`config.mk`:
```
export PLATFORM = sky130hd
export DESIGN_NAME = anim_frame_sequencer
export DESIGN_NICKNAME = d
export VERILOG_FILES = /design/src/rtl/display_pkg.sv /design/src/rtl/tick_prescaler.sv /design/src/rtl/anim_frame_sequencer.sv
export SDC_FILE = /design/constraint.sdc
export NUM_CORES = 1
export LEC_CHECK = 0
export CAP_MARGIN = 20
export CELL_PAD_IN_SITES_DETAIL_PLACEMENT = 0
export CELL_PAD_IN_SITES_GLOBAL_PLACEMENT = 1
export CORE_ASPECT_RATIO = 1.25
export CORE_MARGIN = 2
export CORE_UTILIZATION = 40
export DETAILED_ROUTE_END_ITERATION = 8
export GPL_TIMING_DRIVEN = 0
export PLACE_DENSITY_LB_ADDON = 0.12
export SETUP_SLACK_MARGIN = 0.3
export SLEW_MARGIN = 20
export SYNTH_ARGS = -nofsm -noshare
export SYNTH_HDL_FRONTEND = slang
export SYNTH_SLANG_ARGS = --single-unit
```
`constraint.sdc`:
```
create_clock -name clk -period 3.6 [get_ports clk]
set_input_delay 0.9 -clock clk [delete_from_list [all_inputs] [get_ports clk]]
set_output_delay 0.9 -clock clk [all_outputs]
set_load 0.05 [all_outputs]
```
`src/rtl/display_pkg.sv`:
```
// Shared display-path definitions: animation mode encodings and default timing.
package display_pkg;

    // Animation playback modes selected by the sprite controller
    typedef enum logic [1:0] {
        MODE_LOOP     = 2'b00,
        MODE_PINGPONG = 2'b01,
        MODE_ONESHOT  = 2'b10,
        MODE_HOLD     = 2'b11
    } mode_t;

    // 25 MHz pixel clock divided down to 8 animation frames per second
    localparam int CLK_DIV_8FPS = 3125000;

endpackage

```
`src/rtl/tick_prescaler.sv`:
```
// Frame-rate prescaler: counts enabled cycles and flags the cycle on which the
// current animation period has elapsed. The speed select shortens the period
// by powers of two.
module tick_prescaler
    import display_pkg::*;
#(
    parameter int CLK_DIV = CLK_DIV_8FPS,
    parameter int CNT_W   = 22
) (
    input  logic       clk,
    input  logic       rst,
    input  logic       clr,
    input  logic       run,
    input  logic [1:0] speed,
    output logic       tick
);

    logic [CNT_W-1:0] cnt;
    logic [CNT_W-1:0] limit;

    // Terminal count for the selected speed; a >= compare lets a speed-up take
    // effect immediately instead of waiting for the counter to wrap
    always_comb begin
        limit = CNT_W'(CLK_DIV >> speed) - CNT_W'(1);
        tick  = run && (cnt >= limit);
    end

    // Cycle counter: cleared by reset or restart, frozen whenever not running
    always_ff @(posedge clk) begin
        if (rst || clr) begin
            cnt <= '0;
        end else if (run) begin
            if (tick) begin
                cnt <= '0;
            end else begin
                cnt <= cnt + CNT_W'(1);
            end
        end
    end

endmodule

```
`src/rtl/anim_frame_sequencer.sv`:
```
// Sprite animation frame sequencer: turns prescaler ticks into a frame index for
// the sprite ROM, supporting loop, ping-pong, one-shot and hold playback.
module anim_frame_sequencer
    import display_pkg::*;
#(
    parameter int CLK_DIV    = CLK_DIV_8FPS,
    parameter int NUM_FRAMES = 16,
    parameter int FRAME_W    = 4,
    parameter int CNT_W      = 22
) (
    input  logic               clk,
    input  logic               rst,
    input  logic               en,
    input  mode_t              mode,
    input  logic [1:0]         speed,
    input  logic               restart,
    output logic [FRAME_W-1:0] frame,
    output logic               frame_tick,
    output logic               dir,
    output logic               done
);

    localparam logic [FRAME_W-1:0] LAST_F   = FRAME_W'(NUM_FRAMES - 1);
    localparam logic [FRAME_W-1:0] PENULT_F = FRAME_W'((NUM_FRAMES > 1) ? NUM_FRAMES - 2 : 0);

    logic               run;
    logic               tick;
    mode_t              prev_mode;
    logic               mode_changed;
    logic               done_eff;
    logic               dir_eff;
    logic [FRAME_W-1:0] frame_nxt;
    logic               dir_nxt;
    logic               done_nxt;
    logic               tick_nxt;

    assign run = en && (mode != MODE_HOLD);

    tick_prescaler #(
        .CLK_DIV (CLK_DIV),
        .CNT_W   (CNT_W)
    ) u_prescaler (
        .clk   (clk),
        .rst   (rst),
        .clr   (restart),
        .run   (run),
        .speed (speed),
        .tick  (tick)
    );

    // Next-state rules: a mode change clears done (and dir outside ping-pong)
    // first, then any tick steps the frame according to the current mode
    always_comb begin
        mode_changed = (mode != prev_mode);
        done_eff     = mode_changed ? 1'b0 : done;
        dir_eff      = (mode_changed && (mode != MODE_PINGPONG)) ? 1'b0 : dir;
        frame_nxt    = frame;
        dir_nxt      = dir_eff;
        done_nxt     = done_eff;
        tick_nxt     = 1'b0;
        if (tick) begin
            if (frame > LAST_F) begin
                frame_nxt = '0;
                dir_nxt   = 1'b0;
                tick_nxt  = 1'b1;
            end else begin
                case (mode)
                    MODE_LOOP: begin
                        frame_nxt = (frame == LAST_F) ? '0 : frame + FRAME_W'(1);
                        dir_nxt   = 1'b0;
                        tick_nxt  = 1'b1;
                    end
                    MODE_PINGPONG: begin
                        tick_nxt = 1'b1;
                        if (NUM_FRAMES == 1) begin
                            frame_nxt = '0;
                            dir_nxt   = 1'b0;
                        end else if (!dir_eff) begin
                            if (frame == LAST_F) begin
                                dir_nxt   = 1'b1;
                                frame_nxt = PENULT_F;
                            end else begin
                                frame_nxt = frame + FRAME_W'(1);
                            end
                        end else begin
                            if (frame == '0) begin
                                dir_nxt   = 1'b0;
                                frame_nxt = FRAME_W'(1);
                            end else begin
                                frame_nxt = frame - FRAME_W'(1);
                            end
                        end
                    end
                    MODE_ONESHOT: begin
                        if (!done_eff) begin
                            if (frame == LAST_F) begin
                                done_nxt = 1'b1;
                            end else begin
                                frame_nxt = frame + FRAME_W'(1);
                                tick_nxt  = 1'b1;
                                if (frame + FRAME_W'(1) == LAST_F) begin
                                    done_nxt = 1'b1;
                                end
                            end
                        end
                    end
                    default: begin
                    end
                endcase
            end
        end
    end

    // Output registers: reset and restart return to frame 0, pause holds everything
    always_ff @(posedge clk) begin
        if (rst || restart) begin
            frame      <= '0;
            frame_tick <= 1'b0;
            dir        <= 1'b0;
            done       <= 1'b0;
            prev_mode  <= mode;
        end else if (en) begin
            frame      <= frame_nxt;
            frame_tick <= tick_nxt;
            dir        <= dir_nxt;
            done       <= done_nxt;
            prev_mode  <= mode;
        end else begin
            frame_tick <= 1'b0;
        end
    end

endmodule

```
After elaboration in Yosys (flattened, before gate mapping)
Cells that the tools add are included.
Operators by class
  shift operators: 1
  multiplexer cells: 29
  order comparisons: 2
  equality and inequality tests: 9
  $add $sub $neg: 4
  bitwise gates (word level): 2
  reductions and logical operators: 11
Operators with widths (count)
  $mux 4: 7
  $add 22x1->22 const B: 1
  $ge 22x22->1: 1
  $mux 22: 1
  $shr 22x2->22 const A: 1
  $sub 22x2->22 const B: 1
  $mux 1: 16
  $pmux 4 s3: 1
  $eq 4x4->1 const B: 2
  $ne 3x3->1 const B: 2
  $reduce_and 5->1: 1
  $add 4x1->4 const B: 1
  $gt 4x4->1 const B: 1
  $logic_not 4->1: 1
  $mux 2: 2
  $pmux 1 s2: 2
  $reduce_bool 4->1: 1
  $sub 4x1->4 const B: 1
  $logic_and 1x1->1: 3
  $reduce_or 3->1: 1
  $eq 2x1->1 const B: 1
  $eq 2x2->1 const B: 1
  $logic_not 2->1: 1
  $ne 2x1->1 const B: 1
  6 further kinds: 7
Word-level totals
  logic and storage cells: 64
  output and inout port bits: 7
  input port bits: 8
  register bits: 31

Depth between registers and ports, before layout
  depth in word-level cells: 8
  gate-level depth with buffers: 12
  mapped depth without buffers: 11

Modules after synthesis
From an unflattened synthesis, not the netlist that was laid out.
Second synthesis, totals
  cells, all modules: 304
  area, all modules: 2557.5 um^2
Modules (own cells, without submodules)
  tick_prescaler: area an instance 1686.6 um^2, cells each 190, seq. area each 440.4 um^2, times used 1
  anim_frame_sequencer: area an instance 870.8 um^2, cells each 114, seq. area each 200.2 um^2, times used 1

Worst setup path before layout
No wires, ideal clock.
  path kind: input-to-reg
  start: in speed[1]
  end: reg frame[0]
  setup time: 72 ps
  setup slack: 1001 ps
  data arrival time: 2527 ps
  cell stages on the path: 11
  cells stage by stage: inv_1 > nand2_1 > inv_1 > ha_1 > a21o_1 > nand3_1 > a211oi_1 > a2111oi_2 > a21oi_2 > a21boi_4 > mux2i_1
Between the ends
  word-level cells in the longest chain between the ends: 5
RTL lines
  start: declaration: RTL line anim_frame_sequencer.sv:15  | input logic [1:0] speed,
  $shr 22x2->22: RTL line tick_prescaler.sv:24  | limit = CNT_W'(CLK_DIV >> speed) - CNT_W'(1);
  $sub 22x2->22: RTL line tick_prescaler.sv:24
  $ge 22x22->1: RTL line tick_prescaler.sv:25  | tick = run && (cnt >= limit);
  $logic_and 1x1->1: RTL line tick_prescaler.sv:25
  $reduce_and 5->1 (no line)
  end signal: assignment: RTL line anim_frame_sequencer.sv:123  | frame <= frame_nxt;
  end: declaration: RTL line anim_frame_sequencer.sv:17  | output logic [FRAME_W-1:0] frame,
No other way between the ends.
A chain may end at the register's enable or synchronous reset.

Worst setup path after layout
  start: in mode[0]
  end: reg u_prescaler.cnt[16]
Between the ends
  word-level cells in the longest chain between the ends: 4
RTL lines
  start: declaration: RTL line anim_frame_sequencer.sv:14  | input mode_t mode,
  $ne 2x2->1 *: RTL line anim_frame_sequencer.sv:37  | assign run = en && (mode != MODE_HOLD);
  $logic_and 1x1->1 *: RTL line anim_frame_sequencer.sv:37
  $logic_and 1x1->1: RTL line tick_prescaler.sv:25
  $mux 22: RTL line tick_prescaler.sv:33  | if (tick) begin
  end signal: assignment: RTL line tick_prescaler.sv:36  | cnt <= cnt + CNT_W'(1);
  end: declaration: RTL line tick_prescaler.sv:18  | logic [CNT_W-1:0] cnt;
Mark *: on every way between the ends. The rest lies on a longest branch, timed or not.

==> results_dict.tcl <==
set metrics [dict create \
    final_hold_viol_count 0 \
    path_class "input pin to flip-flop" \
    postSynth.asyncResetShare 0 \
    nets 331 \
    worst_clock_skew_ns 0.00691 \
    irDropWorstVdd_v 0.000156 \
    worstPathMaxFanout 6 \
    drt_wl_total_um 4690 \
    clockBufferDepth 2 \
    initial_core_util 0.414 \
    cts_tree "done" \
    grtUsageTotal 0.164 \
    synth_edf_count 2 \
    placed_cells 352 \
    dieArea_mm2 0.00625 \
    hold_path.class "flip-flop to flip-flop" \
    num_rows 30 \
    synth_warnings 0 \
    cp-end-kind "flip-flop" \
    setup_viol 0 \
    slew_headroom 0.668 \
    area_growth_pct 14.7 \
    gp_congestion 0.804 \
    synth_ff_type "dfxtp_1" \
    grt_pass1_wl_um 8000 \
    drv_cap 0 \
    syn_avg_cell_area_um2 8.28 \
    cts_inserted_buffers 5 \
    grt_max_degree 11 \
    antenna_left 0 \
    status "complete, no violations" \
    grt_pass1_vias 1773 \
    drc 0 \
    multi_input_area_mm2 0.00151 \
    num_antenna_cells 0 \
    wire_per_inst_um 13.1 \
    layout.cells.non_filler 359 \
    root_buffer "clkbuf_8" \
    dieHeight_um 87.9 \
    worstPathRequired_ns 3.77 \
    antenna_found_initial 0 \
    rsz0062_at_grt "false" \
    drt_iter0_markers 57 \
    pwr_density_cell_mw_per_mm2 263 \
    worst_slew_pin_slew_ns 0.496 \
    fin_crit_sh 0.812 \
    drv_slew 0 \
    timing.hold.ws_ns 0.494 \
    via_per_inst 5.14 \
    ys_ff_latch 31 \
    p_leak_nw 1.08 \
    hpwl_um 3660 \
    hp-start "done" \
    drive_above_1_share 0.0712 \
    finalCoreUtilization 0.475 \
    gr-total-overflow 0 \
    ios 15 \
    yosys.cell_types.count 45 \
    min_period_ns 2.92 \
    max_freq_mhz 342 \
    path_clk_slew_ns 0.06 \
    drtPass1Iterations 4 \
    clock_latency_ns 0.28 \
    reg2reg_from "u_prescaler.cnt[0]" \
    die_w_um 71.1 \
    regArea_um2 641 \
    htreeDepth 2 \
    synthesis.area_mm2 0.00225 \
    critical_path.startpoint "mode[0]" \
    synth_seq_area_share 0.284 \
    syn_inst 272 \
    start_kind "input pin" \
    clock-sinks 31 \
    vias 1845 \
    port_buffers 14 \
    core_area_mm2 0.00544 \
    fill_cells 554 \
    cp.arrival_ns 3.10 \
]
stage by stage:
step                      setup TNS [ns]  power [W]  instance area [µm²]  setup slack, ns
after floorplan                        0   0.000412                 2260             1.00
after global placement            -0.182   0.000437                 2480          -0.0544
after detailed placement          -0.116   0.000438                 2480          -0.0339
after CTS                              0   0.000691                 2560            0.308
after global routing                   0   0.000716                 2580            0.481
final                                  0   0.000681                 2580            0.676
repair_timing:
action / in CTS / in global routing
setup endpoints to repair: 4 / 28
gates resized for setup: 0 / 4
hold buffers: 0 / 0
buffers inserted: 1 / 0
pin swaps: 1 / 2
per-layer routing:
layer,share of wire,vias to the layer above,routed length (µm),global-route usage
met3,0.018,9,85,0.0311
met1,0.44,843,2050,0.186
met4,0.026,0,123,0.0720
li1,-,976,-,-
met5,0,-,0,0
met2,0.52,17,2420,0.297
worst paths after layout:
kind                                             to  slack, ns  depth (start not counted)
worst max-delay path            u_prescaler.cnt[16]       0.68                          9
worst min-delay path                           done       0.49                          2
worst max register to register  u_prescaler.cnt[13]       1.36                         10
worst min register to register                 done       0.49                          2
worst max-delay path, cell delays in order:
cell and delay [ns]:
clkdlybuf4s50_1 0.50, ha_1 0.24, and2b_2 0.28, and3_1 0.22
and2_1 0.24, nor2b_1 0.37, nand3_1 0.15, xor2_1 0.15
nor2_1 0.05
cell usage after synthesis, types with 3 or more instances:
cell,instances,share of area
nand2_1,40,0.067
nor2_1,30,0.050
dfxtp_1,29,0.26
ha_1,27,0.15
xor2_1,20,0.078
nand3_1,16,0.036
inv_1,13,0.022
o21ai_0,12,0.027
a21oi_1,11,0.024
mux2i_1,7,0.031
xnor2_1,6,0.023
and3_1,5,0.014
nand4_1,5,0.014
and4_1,3,0.012
clkbuf_1,3,0.0050
clkbuf_8,3,0.018
cell type report:
cell class	instances	share of cell area
buffer	8	0.0291
clock buffer	6	0.0281
inverter	13	0.0189
multi-input combinational	222	0.586
sequential	31	0.248
tap	64	0.0310
timing repair buffer	15	0.0591
cell families after synthesis:
family,count (synthesis),share of synthesized area
and+or+nand+nor,113,0.238
AOI/OAI and AO/OA,44,0.130
DFF,31,0.284
adders and majority gates,27,0.150
xor gates and xnor gates,27,0.108
buffers and inverters,21,0.0550
muxes,7,0.0311
other,2,0.00333
flip-flops by register name, summed over array words and instances, names as in the netlist:
register         flops
u_prescaler.cnt     22
frame                4
prev_mode            2
dir                  1
done                 1
frame_tick           1
cell usage in the layout (no fill, tap or decap), types with 6 or more instances in the layout:
master,n
nor2_1,30
xnor2_1,6
inv_1,13
mux2i_1,7
ha_1,27
a21oi_1,11
nand3_1,16
o21ai_0,12
clkdlybuf4s50_1,12
dfxtp_1,29
nand2_1,40
clkbuf_8,8
xor2_1,20
power breakdown:
part	leakage [nW]	internal, W	switching, W
Sequential	0.254	0.000350	0.00000227
Combinational	0.793	0.0000323	0.0000448
Clock	0.0371	0.000129	0.000123
Note: power is estimated with default switching activity, not from simulation.
